`src/rtl/noc_output_arbiter.sv`:
```
// Wormhole output-port arbiter: round-robin packet grant held from head to tail flit.
// Optional per-input tail counters on pkt_count_o when ARB_PKT_STATS_EN is defined.
module noc_output_arbiter #(
    parameter int unsigned N_IN       = 5,
    parameter int unsigned DATA_WIDTH = 32
) (
    input  logic                       clk,
    input  logic                       rst_n,
    input  logic [N_IN*DATA_WIDTH-1:0] in_data_i,
    input  logic [N_IN-1:0]            in_valid_i,
    output logic [N_IN-1:0]            in_ready_o,
    output logic [DATA_WIDTH-1:0]      out_data_o,
    output logic                       out_valid_o,
    input  logic                       out_ready_i,
    output logic [N_IN-1:0]            grant_o,
`ifdef ARB_PKT_STATS_EN
    output logic [N_IN*16-1:0]         pkt_count_o,
`endif
    output logic                       busy_o
);
    localparam int unsigned IDX_W     = (N_IN > 1) ? $clog2(N_IN) : 1;
    localparam logic [1:0]  FLIT_HEAD = 2'd1;
    localparam logic [1:0]  FLIT_TAIL = 2'd3;

    typedef enum logic {IDLE, LOCKED} state_e;

    state_e           state_q, state_d;
    logic [N_IN-1:0]  grant_q, grant_d;
    logic [IDX_W-1:0] owner_q, owner_d;
    logic [IDX_W-1:0] ptr_q, ptr_d;

    logic [DATA_WIDTH-1:0] in_flit [N_IN];
    logic [N_IN-1:0]       req;
    logic                  pick_found;
    logic [IDX_W-1:0]      pick_idx;
    logic [IDX_W-1:0]      cand;
    logic                  tail_hs;

    // Only a valid head flit counts as a request for the output.
    for (genvar i = 0; i < N_IN; i++) begin : g_unpack
        assign in_flit[i] = in_data_i[i*DATA_WIDTH +: DATA_WIDTH];
        assign req[i]     = in_valid_i[i] && (in_flit[i][DATA_WIDTH-1 -: 2] == FLIT_HEAD);
    end

    assign tail_hs = out_valid_o && out_ready_i && (out_data_o[DATA_WIDTH-1 -: 2] == FLIT_TAIL);

    always_ff @(posedge clk or negedge rst_n) begin
        if (!rst_n) begin
            state_q <= IDLE;
            grant_q <= '0;
            owner_q <= '0;
            ptr_q   <= IDX_W'(N_IN - 1);
        end else begin
            state_q <= state_d;
            grant_q <= grant_d;
            owner_q <= owner_d;
            ptr_q   <= ptr_d;
        end
    end

    // Round-robin scan starts one past the last packet's owner.
    always_comb begin
        state_d    = state_q;
        grant_d    = grant_q;
        owner_d    = owner_q;
        ptr_d      = ptr_q;
        pick_found = 1'b0;
        pick_idx   = '0;
        cand       = '0;
        for (int unsigned k = 1; k <= N_IN; k++) begin
            cand = IDX_W'((32'(ptr_q) + k) % N_IN);
            if (!pick_found && req[cand]) begin
                pick_found = 1'b1;
                pick_idx   = cand;
            end
        end
        case (state_q)
            IDLE: begin
                if (pick_found) begin
                    state_d = LOCKED;
                    grant_d = N_IN'(1) << pick_idx;
                    owner_d = pick_idx;
                end
            end
            LOCKED: begin
                if (tail_hs) begin
                    state_d = IDLE;
                    grant_d = '0;
                    ptr_d   = owner_q;
                end
            end
            default: state_d = IDLE;
        endcase
    end

    // Owner's flits pass straight through so a locked packet adds no latency.
    always_comb begin
        in_ready_o  = '0;
        out_data_o  = '0;
        out_valid_o = 1'b0;
        busy_o      = 1'b0;
        if (state_q == LOCKED) begin
            out_data_o          = in_flit[owner_q];
            out_valid_o         = in_valid_i[owner_q];
            in_ready_o[owner_q] = out_ready_i;
            busy_o              = 1'b1;
        end
    end

    assign grant_o = grant_q;

`ifdef ARB_PKT_STATS_EN
    logic [N_IN-1:0][15:0] pkt_cnt_q;

    always_ff @(posedge clk or negedge rst_n) begin
        if (!rst_n) begin
            pkt_cnt_q <= '0;
        end else begin
            for (int unsigned i = 0; i < N_IN; i++) begin
                if (tail_hs && (owner_q == IDX_W'(i)) && (pkt_cnt_q[i] != 16'hFFFF)) begin
                    pkt_cnt_q[i] <= pkt_cnt_q[i] + 16'd1;
                end
            end
        end
    end

    assign pkt_count_o = pkt_cnt_q;
`endif

endmodule

```
`config.mk`:
```
export PLATFORM = sky130hd
export DESIGN_NAME = noc_output_arbiter
export DESIGN_NICKNAME = d
export VERILOG_FILES = /design/src/rtl/noc_output_arbiter.sv
export SDC_FILE = /design/constraint.sdc
export NUM_CORES = 1
export LEC_CHECK = 0
export BUFFER_PORTS_ARGS = -buffer_cell sky130_fd_sc_hd__buf_4
export CORE_MARGIN = 4
export CORE_UTILIZATION = 47
export CTS_BUF_LIST = sky130_fd_sc_hd__clkbuf_2
export CTS_CLUSTER_DIAMETER = 40
export DETAILED_ROUTE_END_ITERATION = 8
export GPL_ROUTABILITY_DRIVEN = 0
export PLACE_DENSITY_LB_ADDON = 0.15
export SLEW_MARGIN = 20
export SYNTH_ARGS = -nofsm -noshare
export SYNTH_HDL_FRONTEND = slang
export SYNTH_SLANG_ARGS = --single-unit
```
`constraint.sdc`:
```
create_clock -name clk -period 6.8 [get_ports clk]
set_input_delay 1.36 -clock clk [delete_from_list [all_inputs] [get_ports clk]]
set_output_delay 1.36 -clock clk [all_outputs]
set_load 0.03 [all_outputs]
```
==> results by group <==
Outcome
  • Status: finished, final reports clean

Power
  • Highest ir drop seen on vdd: 470 uV
  • Overall power: 3.12 mW
  • Leak Pwr: 2.42 nW
  • Ratio of total power to cell area: 584 nW/um^2

Finish
  • Fin cells: between 700 and 800
  • Post-layout net count: between 800 and 900
  • # diodes: 0
  • Layout overhead on the synthesized area: 43.0%
  • Area of all placed cells without fillers: 5340 sq um
  • Layout cell share with drive strength beyond 1: 0.474

Drt
  • Post-detailed-route count of antenna-violating nets: 0
  • DR vias/cell: 6.30
  • Detailed-route via count: approximately 4600
  • Iter 0 DRT Violations: 329
  • Detailed-route wire length per cell: between 20 and 25 um
  • Drc violations: 0
  • Initial DRT Pass Iterations: 5
  • Total wire length after detailed routing: 15800 um

Clock tree
  • Total clock sinks: 12
  • Maximum level of the CTS H-tree: 1
  • Register clock-pin slew on the reported worst setup and hold paths: around 0.12 ns
  • Clock tree from TritonCTS: yes
  • Hold Buf Count CTS: 0
  • TritonCTS Buffers: 3
  • Number of cells upsized or downsized after cts: 0
  • Maximum root-to-sink buffer count: 2
  • Root Buffer: sky130_fd_sc_hd__clkbuf_2
  • Clock latency on the worst-skew pair: about 0.27 ns
  • Number of post-CTS setup repair buffers: 0

Min path
  • Cell depth of the worst min-delay path: 1
  • Type of the most critical hold path: reg2reg
  • Hold endpoint: grant_o[0]
  • Startpoint of the worst hold path: grant_o[0]

Global route
  • Overall track demand over capacity in global routing: 0.322
  • GRT Residual Overflow: 0
  • Wire length of the first global-routing pass: around 25000 um
  • Antenna violations before repair: 0
  • Number of global-route vias before repair: 4559
  • Maximum number of pins on one net before global-route repair: 45

Timing
  • Clock period minus final worst setup slack: 5.25 ns
  • Worst Tran Pin Value: 1.04 ns
  • Largest clock skew in the final design: about 0.0017 ns
  • Max transition margin: 0.304
  • Final number of setup-violating endpoints: 0
  • Sum of negative setup slack: 0 ns
  • Worst setup slack after layout: 1.55 ns
  • Period utilization: 0.773
  • Hold Fails Final Rpt: 0
  • Top achievable clock speed: 190 MHz
  • Unrepaired setup endpoints after global routing: false
  • Final slew viol count: 0

Critical path
  • Top fanout value on the critical path: 26
  • Kind of capture point of the worst setup path: register
  • Setup Crit Path Kind: reg2reg
  • Data required time of the worst path: 6.98 ns
  • Origin of the worst setup path: ptr_q[0]
  • FF-to-FF End: grant_o[1]
  • Depth of the most critical reg-to-reg path: 18
  • Critical Path Source Type: register
  • Startpoint of the worst-slack reg-to-reg timing path: ptr_q[0]
  • Internal reg-to-reg setup slack: ~1.5 ns
  • Worst endpoint data arrival time: 5.43 ns

Place
  • Input/output buffers: 211
  • Detail Placement HPWL: 13000 um
  • Post-detailed-placement cell area: 5320 sq um
  • Setup Slack @ Placement: 1.62 ns
  • Placed cells: just over 700

Yosys
  • Adder and majority cell fraction of the synthesized area: 0.0704
  • Most common cell in the netlist: sky130_fd_sc_hd__nor2_1
  • Synth cell count leaders: 54 x sky130_fd_sc_hd__nor2_1, 36 x sky130_fd_sc_hd__a22oi_1, 31 x sky130_fd_sc_hd__mux4_2
  • Ranking of synthesized cells by area: sky130_fd_sc_hd__mux4_2 19%, sky130_fd_sc_hd__dfrtp_1 7.4%, sky130_fd_sc_hd__a22oi_1 7.2%
  • Mean instance size in the synthesized netlist: around 8.5 sq um
  • Combinational family with the most area after synthesis: compound AO/OA/AOI/OAI gates
  • Synth warn: 0
  • Count of cell types in the netlist: 87
  • Synthesized-area fraction occupied by ao, oa, aoi and oai cells: 0.290
  • Synthesis-stage register bit count: 12
  • Mux contribution to synthesized area: 0.227
  • Most frequently used flop master after synthesis: sky130_fd_sc_hd__dfrtp_1
  • Async set-reset flop share out of synthesis: 1.00
  • Number of enable-type register cells in the synthesized netlist: 0
  • Post-Synth XOR/XNOR Area: 0.0258
  • Post-synthesis share of cell area spent on and, or, nand and nor gates: 0.243
  • Sequential cell area fraction in the yosys report: 0.0807
  • Synth Net Count: 630
  • Post-synthesis instance total: 441
  • Post-synth top area share: 0.187
  • Dominant cell type by area after synthesis: sky130_fd_sc_hd__mux4_2
  • Netlist area before placement: roughly 3700 sq um

Job
  • Max capacitance violation total: 0

Floorplan
  • Core area: 7730 sq um
  • Die H: 97.1 um
  • Die Wd: 97.1 um
  • Starting utilization of the core area: 0.483
  • Total die area: between 9000 and 10000 sq um
  • Number of top-level pins: roughly 210
  • Number of standard-cell rows in the floorplan: 32
==> state kept, by name, indices dropped and copies added (netlist names) <==
register / cells
owner_q: 3
grant_o: 5
state_q: 1
ptr_q: 3
==> worst max-delay path, stage by stage, from the launching register on <==
cell and delay, ns:
sky130_fd_sc_hd__dfrtp_1 0.35, sky130_fd_sc_hd__buf_4 0.29, sky130_fd_sc_hd__inv_2 0.24, sky130_fd_sc_hd__ha_1 0.71, sky130_fd_sc_hd__ha_1 0.28, sky130_fd_sc_hd__nor2_1 0.10, sky130_fd_sc_hd__a211o_1 0.35, sky130_fd_sc_hd__and2_2 0.25
sky130_fd_sc_hd__ha_1 0.26, sky130_fd_sc_hd__and2b_2 0.24, sky130_fd_sc_hd__a2111oi_4 0.36, sky130_fd_sc_hd__nor3_1 0.17, sky130_fd_sc_hd__a2111oi_2 0.37, sky130_fd_sc_hd__nor3_1 0.10, sky130_fd_sc_hd__mux2_2 0.30, sky130_fd_sc_hd__nand2b_4 0.16
sky130_fd_sc_hd__o21ai_4 0.26, sky130_fd_sc_hd__nor2b_2 0.08, sky130_fd_sc_hd__a32o_1 0.26
==> layout make-up <==
| class | instances | area [sq um] |
|---|---|---|
| Multi-Input combinational cell | 381 | 3200 |
| Fill cell | 621 | 2390 |
| Timing Repair Buffer | 216 | 1620 |
| Sequential cell | 12 | 303 |
| Tap cell | 102 | 128 |
| Inverter | 16 | 65.1 |
| Clock buffer | 3 | 15.0 |
| Clock inverter | 1 | 3.75 |
==> metrics by stage <==
step | util | hold slack, ns
6_report | 0.691 | 0.524
5_1_grt | 0.691 | 0.552
4_1_cts | 0.691 | 0.521
3_5_place_dp | 0.689 | 0.494
3_3_place_gp | 0.689 | 0.485
2_1_floorplan | - | 0.653
==> worst max path at each step <==
stage                 end  depth (start not counted)
2_1_floorplan  grant_o[2]                         19
3_5_place_dp   grant_o[1]                         18
4_1_cts        grant_o[1]                         18
3_3_place_gp   grant_o[0]                         18
6_report       grant_o[1]                         18
5_1_grt        grant_o[3]                         18
==> cells by family (layout without fill, tap and decap cells) <==
family / after synthesis / after routing
buffers and inverters: 48 / 236
DFF: 12 / 12
muxes: 45 / 45
adders and majority gates: 21 / 21
and+or+nand+nor: 169 / 169
AOI/OAI and AO/OA: 138 / 138
xor gates and xnor gates: 8 / 8
==> cell usage in the layout (no fill, tap or decap), drive strengths merged, types with 7 or more instances in the layout <==
cell	n
nor3	17
nor4	8
o21ai	19
nand3b	7
a22oi	36
dfrtp	11
buf	216
ha	21
nand2b	10
nand2	28
inv	12
mux4	31
xnor2	7
mux2	8
nor2	54
a21oi	17
o211ai	9
==> metal layers <==
layer,track usage,vias to the layer above,share of wire
li1,-,2107,-
met1,0.425,2162,0.40
met2,0.524,308,0.46
met3,0.0811,29,0.12
met4,0.0842,0,0.023
met5,0,-,0
==> power by group <==
part | leakage [nW] | switching [mW] | internal [mW]
combinational | 2.26 | 1.76 | 1.18
clock | 0.0140 | 0.0251 | 0.0128
sequential | 0.150 | 0.0434 | 0.100
total | 2.42 | 1.83 | 1.29
Power figures use the tool's default switching activity.
